`src/rtl/ibr_mode_ctrl_if.sv`:
```
`default_nettype none
// ============================================================================
// Module   : ibr_mode_ctrl_if
// Purpose  : Handshake bundle of ibr_mode_ctrl: input stream, output stream
//            and the start/done link to the iterative cipher core.
// Revision : 1.0
// ============================================================================
interface ibr_mode_ctrl_if #(
  parameter int BLOCK_W = 128
);
  logic               inValid;
  logic               inReady;
  logic [BLOCK_W-1:0] inData;
  logic               inLast;

  logic               coreStart;
  logic               coreDecrypt;
  logic [BLOCK_W-1:0] coreIn;
  logic               coreDone;
  logic [BLOCK_W-1:0] coreOut;

  logic               outValid;
  logic               outReady;
  logic [BLOCK_W-1:0] outData;
  logic               outLast;

  // slave is the mode controller; master is everything around it
  modport slave (
    input  inValid, inData, inLast, coreDone, coreOut, outReady,
    output inReady, coreStart, coreDecrypt, coreIn, outValid, outData, outLast
  );

  modport master (
    output inValid, inData, inLast, coreDone, coreOut, outReady,
    input  inReady, coreStart, coreDecrypt, coreIn, outValid, outData, outLast
  );
endinterface
`default_nettype wire

```
`src/rtl/ibr_mode_ctrl.sv`:
```
`default_nettype none
// ============================================================================
// Module   : ibr_mode_ctrl
// Purpose  : ECB/CBC/CFB/CTR chaining around an iterative IBR cipher core.
//            CFB is compiled in only when IBR_MODE_CFB_EN is defined;
//            otherwise mode 2 behaves as ECB.
// Revision : 1.0
// ============================================================================
module ibr_mode_ctrl #(
  parameter int BLOCK_W = 128,
  parameter int IV_W    = 32,
  parameter int CTR_W   = 32
) (
  input  logic            Clk,
  input  logic            RstN,
  input  logic            clear,
  input  logic [1:0]      mode,
  input  logic            encrypt,
  input  logic [IV_W-1:0] IV,
  output logic            busy,
  ibr_mode_ctrl_if.slave  bus
);

  localparam logic [1:0] MODE_CBC = 2'd1;
`ifdef IBR_MODE_CFB_EN
  localparam logic [1:0] MODE_CFB = 2'd2;
`endif
  localparam logic [1:0] MODE_CTR = 2'd3;

  typedef enum logic [1:0] {
    S_IDLE  = 2'd0,
    S_START = 2'd1,
    S_WAIT  = 2'd2,
    S_OUT   = 2'd3
  } state_t;

  state_t             state_q, state_d;
  logic               msg_open_q, msg_open_d;
  logic [BLOCK_W-1:0] chain_q, chain_d;
  logic [1:0]         mode_q, mode_d;
  logic               enc_q, enc_d;
  logic [BLOCK_W-1:0] data_q, data_d;
  logic               last_q, last_d;
  logic               drop_q, drop_d;
  logic               in_ready_q, in_ready_d;
  logic               core_start_q, core_start_d;
  logic [BLOCK_W-1:0] core_in_q, core_in_d;
  logic               core_dec_q, core_dec_d;
  logic               out_valid_q, out_valid_d;
  logic [BLOCK_W-1:0] out_data_q, out_data_d;
  logic               out_last_q, out_last_d;
  logic               busy_q, busy_d;

  logic [BLOCK_W-1:0] iv_chain;
  logic [1:0]         mode_eff;
  logic               enc_eff;
  logic [BLOCK_W-1:0] chain_eff;
  logic [BLOCK_W-1:0] result;

  assign iv_chain = {IV, {(BLOCK_W-IV_W){1'b0}}};

  always_comb begin
    state_d      = state_q;
    msg_open_d   = msg_open_q;
    chain_d      = chain_q;
    mode_d       = mode_q;
    enc_d        = enc_q;
    data_d       = data_q;
    last_d       = last_q;
    drop_d       = drop_q;
    core_start_d = 1'b0;
    core_in_d    = core_in_q;
    core_dec_d   = core_dec_q;
    out_valid_d  = out_valid_q;
    out_data_d   = out_data_q;
    out_last_d   = out_last_q;
    result       = '0;

    // mode, direction and IV are only taken from the ports on a message's first block
    mode_eff  = msg_open_q ? mode_q  : mode;
    enc_eff   = msg_open_q ? enc_q   : encrypt;
    chain_eff = msg_open_q ? chain_q : iv_chain;

    case (state_q)
      S_IDLE: begin
        if (bus.inValid) begin
          state_d      = S_START;
          data_d       = bus.inData;
          last_d       = bus.inLast;
          mode_d       = mode_eff;
          enc_d        = enc_eff;
          chain_d      = chain_eff;
          msg_open_d   = 1'b1;
          core_start_d = 1'b1;
          case (mode_eff)
            MODE_CBC: begin
              core_in_d  = enc_eff ? (bus.inData ^ chain_eff) : bus.inData;
              core_dec_d = !enc_eff;
            end
`ifdef IBR_MODE_CFB_EN
            MODE_CFB: begin
              core_in_d  = chain_eff;
              core_dec_d = 1'b0;
            end
`endif
            MODE_CTR: begin
              core_in_d  = chain_eff;
              core_dec_d = 1'b0;
            end
            default: begin
              core_in_d  = bus.inData;
              core_dec_d = !enc_eff;
            end
          endcase
        end
      end
      S_START: state_d = S_WAIT;
      S_WAIT: begin
        if (bus.coreDone) begin
          if (drop_q) begin
            drop_d = 1'b0;
          end else begin
            state_d     = S_OUT;
            out_valid_d = 1'b1;
            out_last_d  = last_q;
            case (mode_q)
              MODE_CBC: begin
                if (enc_q) begin
                  result  = bus.coreOut;
                  chain_d = bus.coreOut;
                end else begin
                  result  = bus.coreOut ^ chain_q;
                  chain_d = data_q;
                end
              end
`ifdef IBR_MODE_CFB_EN
              MODE_CFB: begin
                result  = bus.coreOut ^ data_q;
                chain_d = enc_q ? result : data_q;
              end
`endif
              MODE_CTR: begin
                result                = bus.coreOut ^ data_q;
                chain_d[CTR_W-1:0]    = chain_q[CTR_W-1:0] + CTR_W'(1);
              end
              default: result = bus.coreOut;
            endcase
            out_data_d = result;
          end
        end
      end
      S_OUT: begin
        if (bus.outReady) begin
          out_valid_d = 1'b0;
          state_d     = S_IDLE;
          if (last_q) msg_open_d = 1'b0;
        end
      end
      default: state_d = S_IDLE;
    endcase

    if (clear) begin
      // a block already handed to the core will still report done; swallow it
      if ((state_q == S_START) ||
          ((state_q == S_WAIT) && !(bus.coreDone && !drop_q)))
        drop_d = 1'b1;
      state_d      = S_IDLE;
      msg_open_d   = 1'b0;
      chain_d      = '0;
      out_valid_d  = 1'b0;
      core_start_d = 1'b0;
    end

    in_ready_d = (state_d == S_IDLE);
    busy_d     = msg_open_d | (state_d != S_IDLE);
  end

  always_ff @(posedge Clk or negedge RstN) begin
    if (!RstN) begin
      state_q      <= S_IDLE;
      msg_open_q   <= 1'b0;
      chain_q      <= '0;
      mode_q       <= '0;
      enc_q        <= 1'b0;
      data_q       <= '0;
      last_q       <= 1'b0;
      drop_q       <= 1'b0;
      in_ready_q   <= 1'b0;
      core_start_q <= 1'b0;
      core_in_q    <= '0;
      core_dec_q   <= 1'b0;
      out_valid_q  <= 1'b0;
      out_data_q   <= '0;
      out_last_q   <= 1'b0;
      busy_q       <= 1'b0;
    end else begin
      state_q      <= state_d;
      msg_open_q   <= msg_open_d;
      chain_q      <= chain_d;
      mode_q       <= mode_d;
      enc_q        <= enc_d;
      data_q       <= data_d;
      last_q       <= last_d;
      drop_q       <= drop_d;
      in_ready_q   <= in_ready_d;
      core_start_q <= core_start_d;
      core_in_q    <= core_in_d;
      core_dec_q   <= core_dec_d;
      out_valid_q  <= out_valid_d;
      out_data_q   <= out_data_d;
      out_last_q   <= out_last_d;
      busy_q       <= busy_d;
    end
  end

  assign bus.inReady     = in_ready_q;
  assign bus.coreStart   = core_start_q;
  assign bus.coreIn      = core_in_q;
  assign bus.coreDecrypt = core_dec_q;
  assign bus.outValid    = out_valid_q;
  assign bus.outData     = out_data_q;
  assign bus.outLast     = out_last_q;
  assign busy            = busy_q;

endmodule
`default_nettype wire

```
`src/flat_wrapper.sv`:
```
// flat-port wrapper written by rule: the top's interface ports become plain ports
module ibr_mode_ctrl_flat 
#(
  parameter int BLOCK_W = 128,
  parameter int IV_W    = 32,
  parameter int CTR_W   = 32
)
  (Clk, RstN, clear, mode, encrypt, IV, busy, bus_inValid, bus_inData, bus_inLast, bus_coreDone, bus_coreOut, bus_outReady, bus_inReady, bus_coreStart, bus_coreDecrypt, bus_coreIn, bus_outValid, bus_outData, bus_outLast);
  ibr_mode_ctrl_if #(.BLOCK_W(BLOCK_W)) bus_i ();
  input  logic Clk;
  input  logic RstN;
  input  logic clear;
  input  logic [1:0] mode;
  input  logic encrypt;
  input  logic [IV_W-1:0] IV;
  output logic busy;
  input wire logic [$bits(bus_i.inValid)-1:0] bus_inValid;
  input wire logic [$bits(bus_i.inData)-1:0] bus_inData;
  input wire logic [$bits(bus_i.inLast)-1:0] bus_inLast;
  input wire logic [$bits(bus_i.coreDone)-1:0] bus_coreDone;
  input wire logic [$bits(bus_i.coreOut)-1:0] bus_coreOut;
  input wire logic [$bits(bus_i.outReady)-1:0] bus_outReady;
  output wire logic [$bits(bus_i.inReady)-1:0] bus_inReady;
  output wire logic [$bits(bus_i.coreStart)-1:0] bus_coreStart;
  output wire logic [$bits(bus_i.coreDecrypt)-1:0] bus_coreDecrypt;
  output wire logic [$bits(bus_i.coreIn)-1:0] bus_coreIn;
  output wire logic [$bits(bus_i.outValid)-1:0] bus_outValid;
  output wire logic [$bits(bus_i.outData)-1:0] bus_outData;
  output wire logic [$bits(bus_i.outLast)-1:0] bus_outLast;
  assign bus_i.inValid = bus_inValid;
  assign bus_i.inData = bus_inData;
  assign bus_i.inLast = bus_inLast;
  assign bus_i.coreDone = bus_coreDone;
  assign bus_i.coreOut = bus_coreOut;
  assign bus_i.outReady = bus_outReady;
  assign bus_inReady = bus_i.inReady;
  assign bus_coreStart = bus_i.coreStart;
  assign bus_coreDecrypt = bus_i.coreDecrypt;
  assign bus_coreIn = bus_i.coreIn;
  assign bus_outValid = bus_i.outValid;
  assign bus_outData = bus_i.outData;
  assign bus_outLast = bus_i.outLast;
  ibr_mode_ctrl #(.BLOCK_W(BLOCK_W), .IV_W(IV_W), .CTR_W(CTR_W)) u_core (.Clk(Clk), .RstN(RstN), .clear(clear), .mode(mode), .encrypt(encrypt), .IV(IV), .busy(busy), .bus(bus_i));
endmodule
```
`config.mk`:
```
export PLATFORM = sky130hd
export DESIGN_NAME = ibr_mode_ctrl_flat
export DESIGN_NICKNAME = d
export VERILOG_FILES = /design/src/rtl/ibr_mode_ctrl_if.sv /design/src/rtl/ibr_mode_ctrl.sv /design/src/flat_wrapper.sv
export SDC_FILE = /design/constraint.sdc
export NUM_CORES = 1
export LEC_CHECK = 0
export ABC_AREA = 1
export CAP_MARGIN = 25
export CORE_MARGIN = 2
export CORE_UTILIZATION = 28
export CTS_BUF_LIST = sky130_fd_sc_hd__clkbuf_8
export DETAILED_ROUTE_END_ITERATION = 10
export HOLD_SLACK_MARGIN = 0.15
export SKIP_LAST_GASP = 1
export SLEW_MARGIN = 20
export SYNTH_ARGS = -nofsm -noshare
export SYNTH_HDL_FRONTEND = slang
export SYNTH_SLANG_ARGS = --single-unit
```
`constraint.sdc`:
```
create_clock -name Clk -period 2.15 [get_ports Clk]
set_clock_uncertainty 0.15 [all_clocks]
set_input_delay 0.43 -clock Clk [delete_from_list [all_inputs] [get_ports Clk]]
set_output_delay 0.43 -clock Clk [all_outputs]
set_load 0.02 [all_outputs]
```
=== Yosys cells after proc, flatten, opt, wreduce, memory -nomap -nowiden ===
Index checks and enable logic that the tools add are counted.

* Memory bits (writable): 0
* Output and inout port bits: 262
* Bits in latches: 0
* Bits in registers: 526
* ROM bits: 0
* Memories kept: 0
* Input bits: 298

* Eq/ne operators: 13
* Add/sub/neg operators: 1
* Bitwise logic cells: 5
* Multiply operators: 0
* Divide/modulo/power cells: 0
* Multiplexer cells: 39
* Shift operators: 0
* $lt $le $gt $ge: 0
* Reductions and logical operators: 16

{| class="wikitable"
|+ Operators with widths
! operator !! number
|-
| two-way mux 128 bit || 8
|-
| one-hot mux 128 bit (2 select lines) || 3
|-
| bitwise XOR 128 bit || 3
|-
| two-way mux 96 bit || 1
|-
| one-hot mux 32 bit (2 select lines) || 1
|-
| adder 32 x 1 -> 32 bit, second input constant || 1
|-
| two-way mux 1 bit || 17
|-
| != test 3 bit, second input constant || 5
|-
| two-way mux 2 bit || 6
|-
| AND reduction 5 bit || 2
|-
| == test 2 bit, second input constant || 4
|-
| one-hot mux 2 bit (4 select lines) || 1
|-
| == test 2 x 1 -> 1 bit, second input constant || 3
|-
| nonzero test 3 bit || 2
|-
| zero test 2 bit || 2
|-
| != test 4 bit, second input constant || 1
|-
| one-hot mux 1 bit (2 select lines) || 2
|-
| AND reduction 4 bit || 1
|-
| zero test 1 bit || 3
|-
| AND reduction 3 bit || 1
|-
| logical AND 1 bit || 2
|-
| AND reduction 2 bit || 1
|-
| nonzero test 2 bit || 1
|-
| logical OR 1 bit || 1
|-
| 2 further kinds || 2
|}

=== Depth between registers and ports, before layout ===
* Depth in word-level cells: 7
* Mapped depth: 12
* Gate-level depth less buffers: 11

=== Worst setup path before layout ===
No wires, ideal clock.

* Path kind: register to register
* Start point: reg u_core.state_q[0]
* End point: reg u_core.chain_q[47]
* Clock period less this slack: 2.064 ns
* Path slack: 0.086 ns
* Setup time: 0.088 ns
* Buffers on the path: 2
* Arrival time: 1.826 ns
* Cell stages (with the launch flop): 12
* Cells stage by stage: dfrtp_1 > inv_1 > ha_1 > inv_2 > nor2_4 > nand2_1 > nand2_1 > a21oi_2 > buf_4 > clkbuf_1 > a21oi_1 > a41oi_1

* Cells in the longest elaborated chain, start to end: 3
* Elaborated cells on any way between the ends: 10

{| class="wikitable"
|+ Ends and longest elaborated chain
! what !! line !! source
|-
| start: declaration || ibr_mode_ctrl.sv:37 || <nowiki>state_t state_q, state_d;</nowiki>
|-
| start signal: assignment || ibr_mode_ctrl.sv:197 || <nowiki>state_q <= state_d;</nowiki>
|-
| == test 2 bit or zero test 2 bit (tied branches) || ibr_mode_ctrl.sv:84 || <nowiki>case (state_q)</nowiki>
|-
| != test 3 bit (no line) (tied with other cells) || n/a ||
|-
| AND reduction 5 bit (no line) or two-way mux 128 bit (tied branches) || n/a ||
|-
| end signal: assignment || ibr_mode_ctrl.sv:199 || <nowiki>chain_q <= chain_d;</nowiki>
|-
| end: declaration || ibr_mode_ctrl.sv:39 || <nowiki>logic [BLOCK_W-1:0] chain_q, chain_d;</nowiki>
|}

Several ways; a longest one is shown, not always the timed one.
A chain may end at the register's enable or synchronous reset.

=== Worst setup path after layout ===
* Start point: reg u_core.state_q[0]
* End point: reg u_core.chain_q[84]

Same word-level chain as after synthesis.

==> reports/results.txt <==
Arrival @ worst endpoint: 2590 ps
Largest net degree at the start of global routing: 81
DR WL/cell: 21.0 microns
Hold slack: 220 ps
Post-route insts no fill: 6580
Routed met2 length: 62200 microns
Max-slew violation count: 0
I/O Buffers: 559
Slowest cell on crit path: dfrtp_1
Final nets: 5308
Setup violators final: 0
Dpl cells: 6261
DP HPWL: 94100 microns
Clock sink count: 526
R2R depth: 12
GPL Wtd Cong: 0.880
Worst endpoint required time: 2610 ps
Sequential element share of the synthesized area: 0.424
Hold Crit Class: in2reg
Clock transition at path regs: 60 ps
Highest metal used: met5
Mapped Cells: 4309
Share of layout cells above drive strength 1: 0.112
Status: finished clean
Cell area after layout: 0.0442 sq mm
Max-Cap Viols: 0
DR vias: 34100
Core Rows: 122
WHS Endpoint: u_core.data_q[10]
Crit share post-route: 0.990
Max VDD drop: 707 uV
CP endpoint kind: flip-flop
Slew HR: 0.595
Skew-Pair Late Insertion Delay: 760 ps
Post-synth EDFFs: 0
Initial Utilization: 0.281
Hold Path Origin: bus_inData[10]
Root buf cell: clkbuf_8
Top Family by Delay on Critical Path: buffers and inverters
Die span in y: 337 microns
Fmax: 470 MHz
Met3 routed WL: 12400 microns
H-tree levels: 3
Setup TNS: 0 ps
Synth Net Count: 4612
Initial antenna violation count: 22
Critical path buffers and inverters: 7
Crit Path Max Fanout: 13
Top cell type's share of synthesized area: 0.424
Gr ovfl total: 0
PwrDens: 1400 mW/mm^2
Total wire length: 138000 microns
Core footprint: 0.110 sq mm
M1 WL: 58900 microns
Fin crit period: 2130 ps
Top_reg_cell synth: dfrtp_1
Initial DRC count: 3127
R2r setup slk: 20 ps
Syn avg cell area: 7.20 sq um
Largest area contributor in the netlist: dfrtp_1
Syn. warnings: 0
Synth top cells by count: nand2_1, o21ai_0, dfrtp_1
Top-count cell post-synth: nand2_1
CP Cell Sequence: inv_2 > ha_4 > inv_2 > nor2_4 > buf_12 > buf_8 > o21ai_4 > buf_12 > buf_16 > buf_16 > a21oi_1 > a41oi_1
Distinct cell type count after synthesis: 37
Vias in the first global route: 31900
Antenna viol nets, final: 0
Seq cells post-synth: 526
Top post-synthesis cells by area: dfrtp_1, nand2_1, o21ai_0, a21oi_1, nand3_1
Overall Global Routing Usage: 0.229
CP Launch Type: flip-flop
RSZ-0062 raised after global routing: true
Ys async rst share: 1.00
First-pass GRT wire length: 200000 microns
DR DRC count: 0
Placed Area: 0.0402 sq mm
I/O pin count: 560
Vias per inst: 5.19
Worst-margin pin slew: 601 ps
Critical path class: reg2reg
Die area: 0.114 sq mm
Power Total: 62000 uW
Hold depth: 3
Mapped cell area: 0.0310 sq mm
Crit-path max cell delay: 390 ps
CTS buffer count: 100
Fin. Hold Viols: 0
Die Wd: 337 microns
TritonRoute pass-1 iters: 5
Reg2Reg Launch Point: u_core.state_q[0]
Syn-to-layout area delta: 42.4%
Deepest clock path buffer count: 3
CTS tree: done
Leak: 0.0194 uW
RR Endpoint: u_core.chain_q[84]
what timing repair did:
item / 4_1_cts / 5_1_grt
hold buffers: 88 / 0
endpoints found under the hold margin: 623 / 0
pin swaps: 3 / 14
gates resized for setup: 432 / 132
cloned: 5 / 19
buffers inserted: 8 / 13
endpoints found under the setup margin: 572 / 322
flip-flops by register name (all words and copies together) (netlist names):
signal	cells
u_core.state_q	2
u_core.busy	1
u_core.bus.outValid	1
u_core.bus.outLast	1
u_core.bus.coreDecrypt	1
u_core.drop_q	1
u_core.data_q	128
u_core.last_q	1
u_core.msg_open_q	1
u_core.mode_q	2
u_core.chain_q	128
u_core.bus.inReady	1
u_core.bus.coreStart	1
u_core.enc_q	1
u_core.bus.outData	128
u_core.bus.coreIn	128
metrics by stage:
stage	utilization	setup slack, ps
after floorplan	-	86.0
after global placement	0.364	-425
after detailed placement	0.364	-411
after CTS	0.392	-200
after global routing	0.401	-76.5
final	0.401	22.3
worst min-delay path, cell delays in order:
cell and delay, ps:
clkdlybuf4s50_1 460, inv_1 110, o21ai_0 80
cell families after synthesis:
kind of cell             synth area share
AO/OA/AOI/OAI                       0.250
XOR/XNOR                           0.0288
adder cells (fa/ha/maj)           0.00202
buffers and inverters              0.0911
flip-flops                          0.424
multiplexers                     0.000363
AND/OR/NAND/NOR                     0.203
worst max-delay path by stage:
stage	cells past startpoint	start	end	slack, ps
floorplan	11	u_core.state_q[0]	u_core.chain_q[47]	90
global placement	11	clear	u_core.chain_q[16]	-420
detailed placement	11	clear	u_core.chain_q[9]	-410
CTS	1	u_core.bus.outData[31]	bus_outData[31]	-200
global route	10	u_core.state_q[1]	u_core.chain_q[84]	-80
finish	12	u_core.state_q[0]	u_core.chain_q[84]	20
power breakdown:
part	switching, uW	leakage, uW	internal, uW
logic	20000	0.0117	12400
registers	4270	0.00649	14700
clock network	4800	0.00120	5880
layer usage:
layer	track usage	vias up
met5	0	-
met4	0.0847	24
met3	0.0539	256
met2	0.358	1575
met1	0.307	16200
li1	-	16000
layout make-up:
| cell class | instances | area [sq um] |
|---|---|---|
| antenna | 12 | 30.0 |
| clock buffer | 124 | 1710 |
| clock inverter | 53 | 390 |
| fill | 11300 | 66200 |
| inverter | 377 | 1480 |
| multi-input combinational | 3069 | 15400 |
| sequential | 526 | 13200 |
| tap | 1488 | 1860 |
| timing repair buffer | 931 | 10200 |
placed cells by master, fill, tap and decap left out, types with 11 or more instances in the layout:
master and n:
buf_4 149, dfrtp_1 519, xor2_1 73, dlygate4sd3_1 87, clkinv_2 11, clkbuf_8 125
o211ai_1 12, buf_16 16, xnor2_1 29, nor2_1 307, a31oi_1 144, dlygate4sd2_1 174
o311ai_0 13, o21ai_0 623, o31ai_1 12, clkdlybuf4s15_2 39, o21ai_1 98, o22ai_1 34
clkdlybuf4s15_1 36, buf_6 11, diode_2 12, nand2_1 946, buf_12 92, a21oi_2 21
o32ai_1 22, clkdlybuf4s50_1 296, a21oi_1 297, o311ai_1 14, clkbuf_16 14, a41oi_1 65
inv_1 393, nand3_1 295
Power figures use the tool's default switching activity.
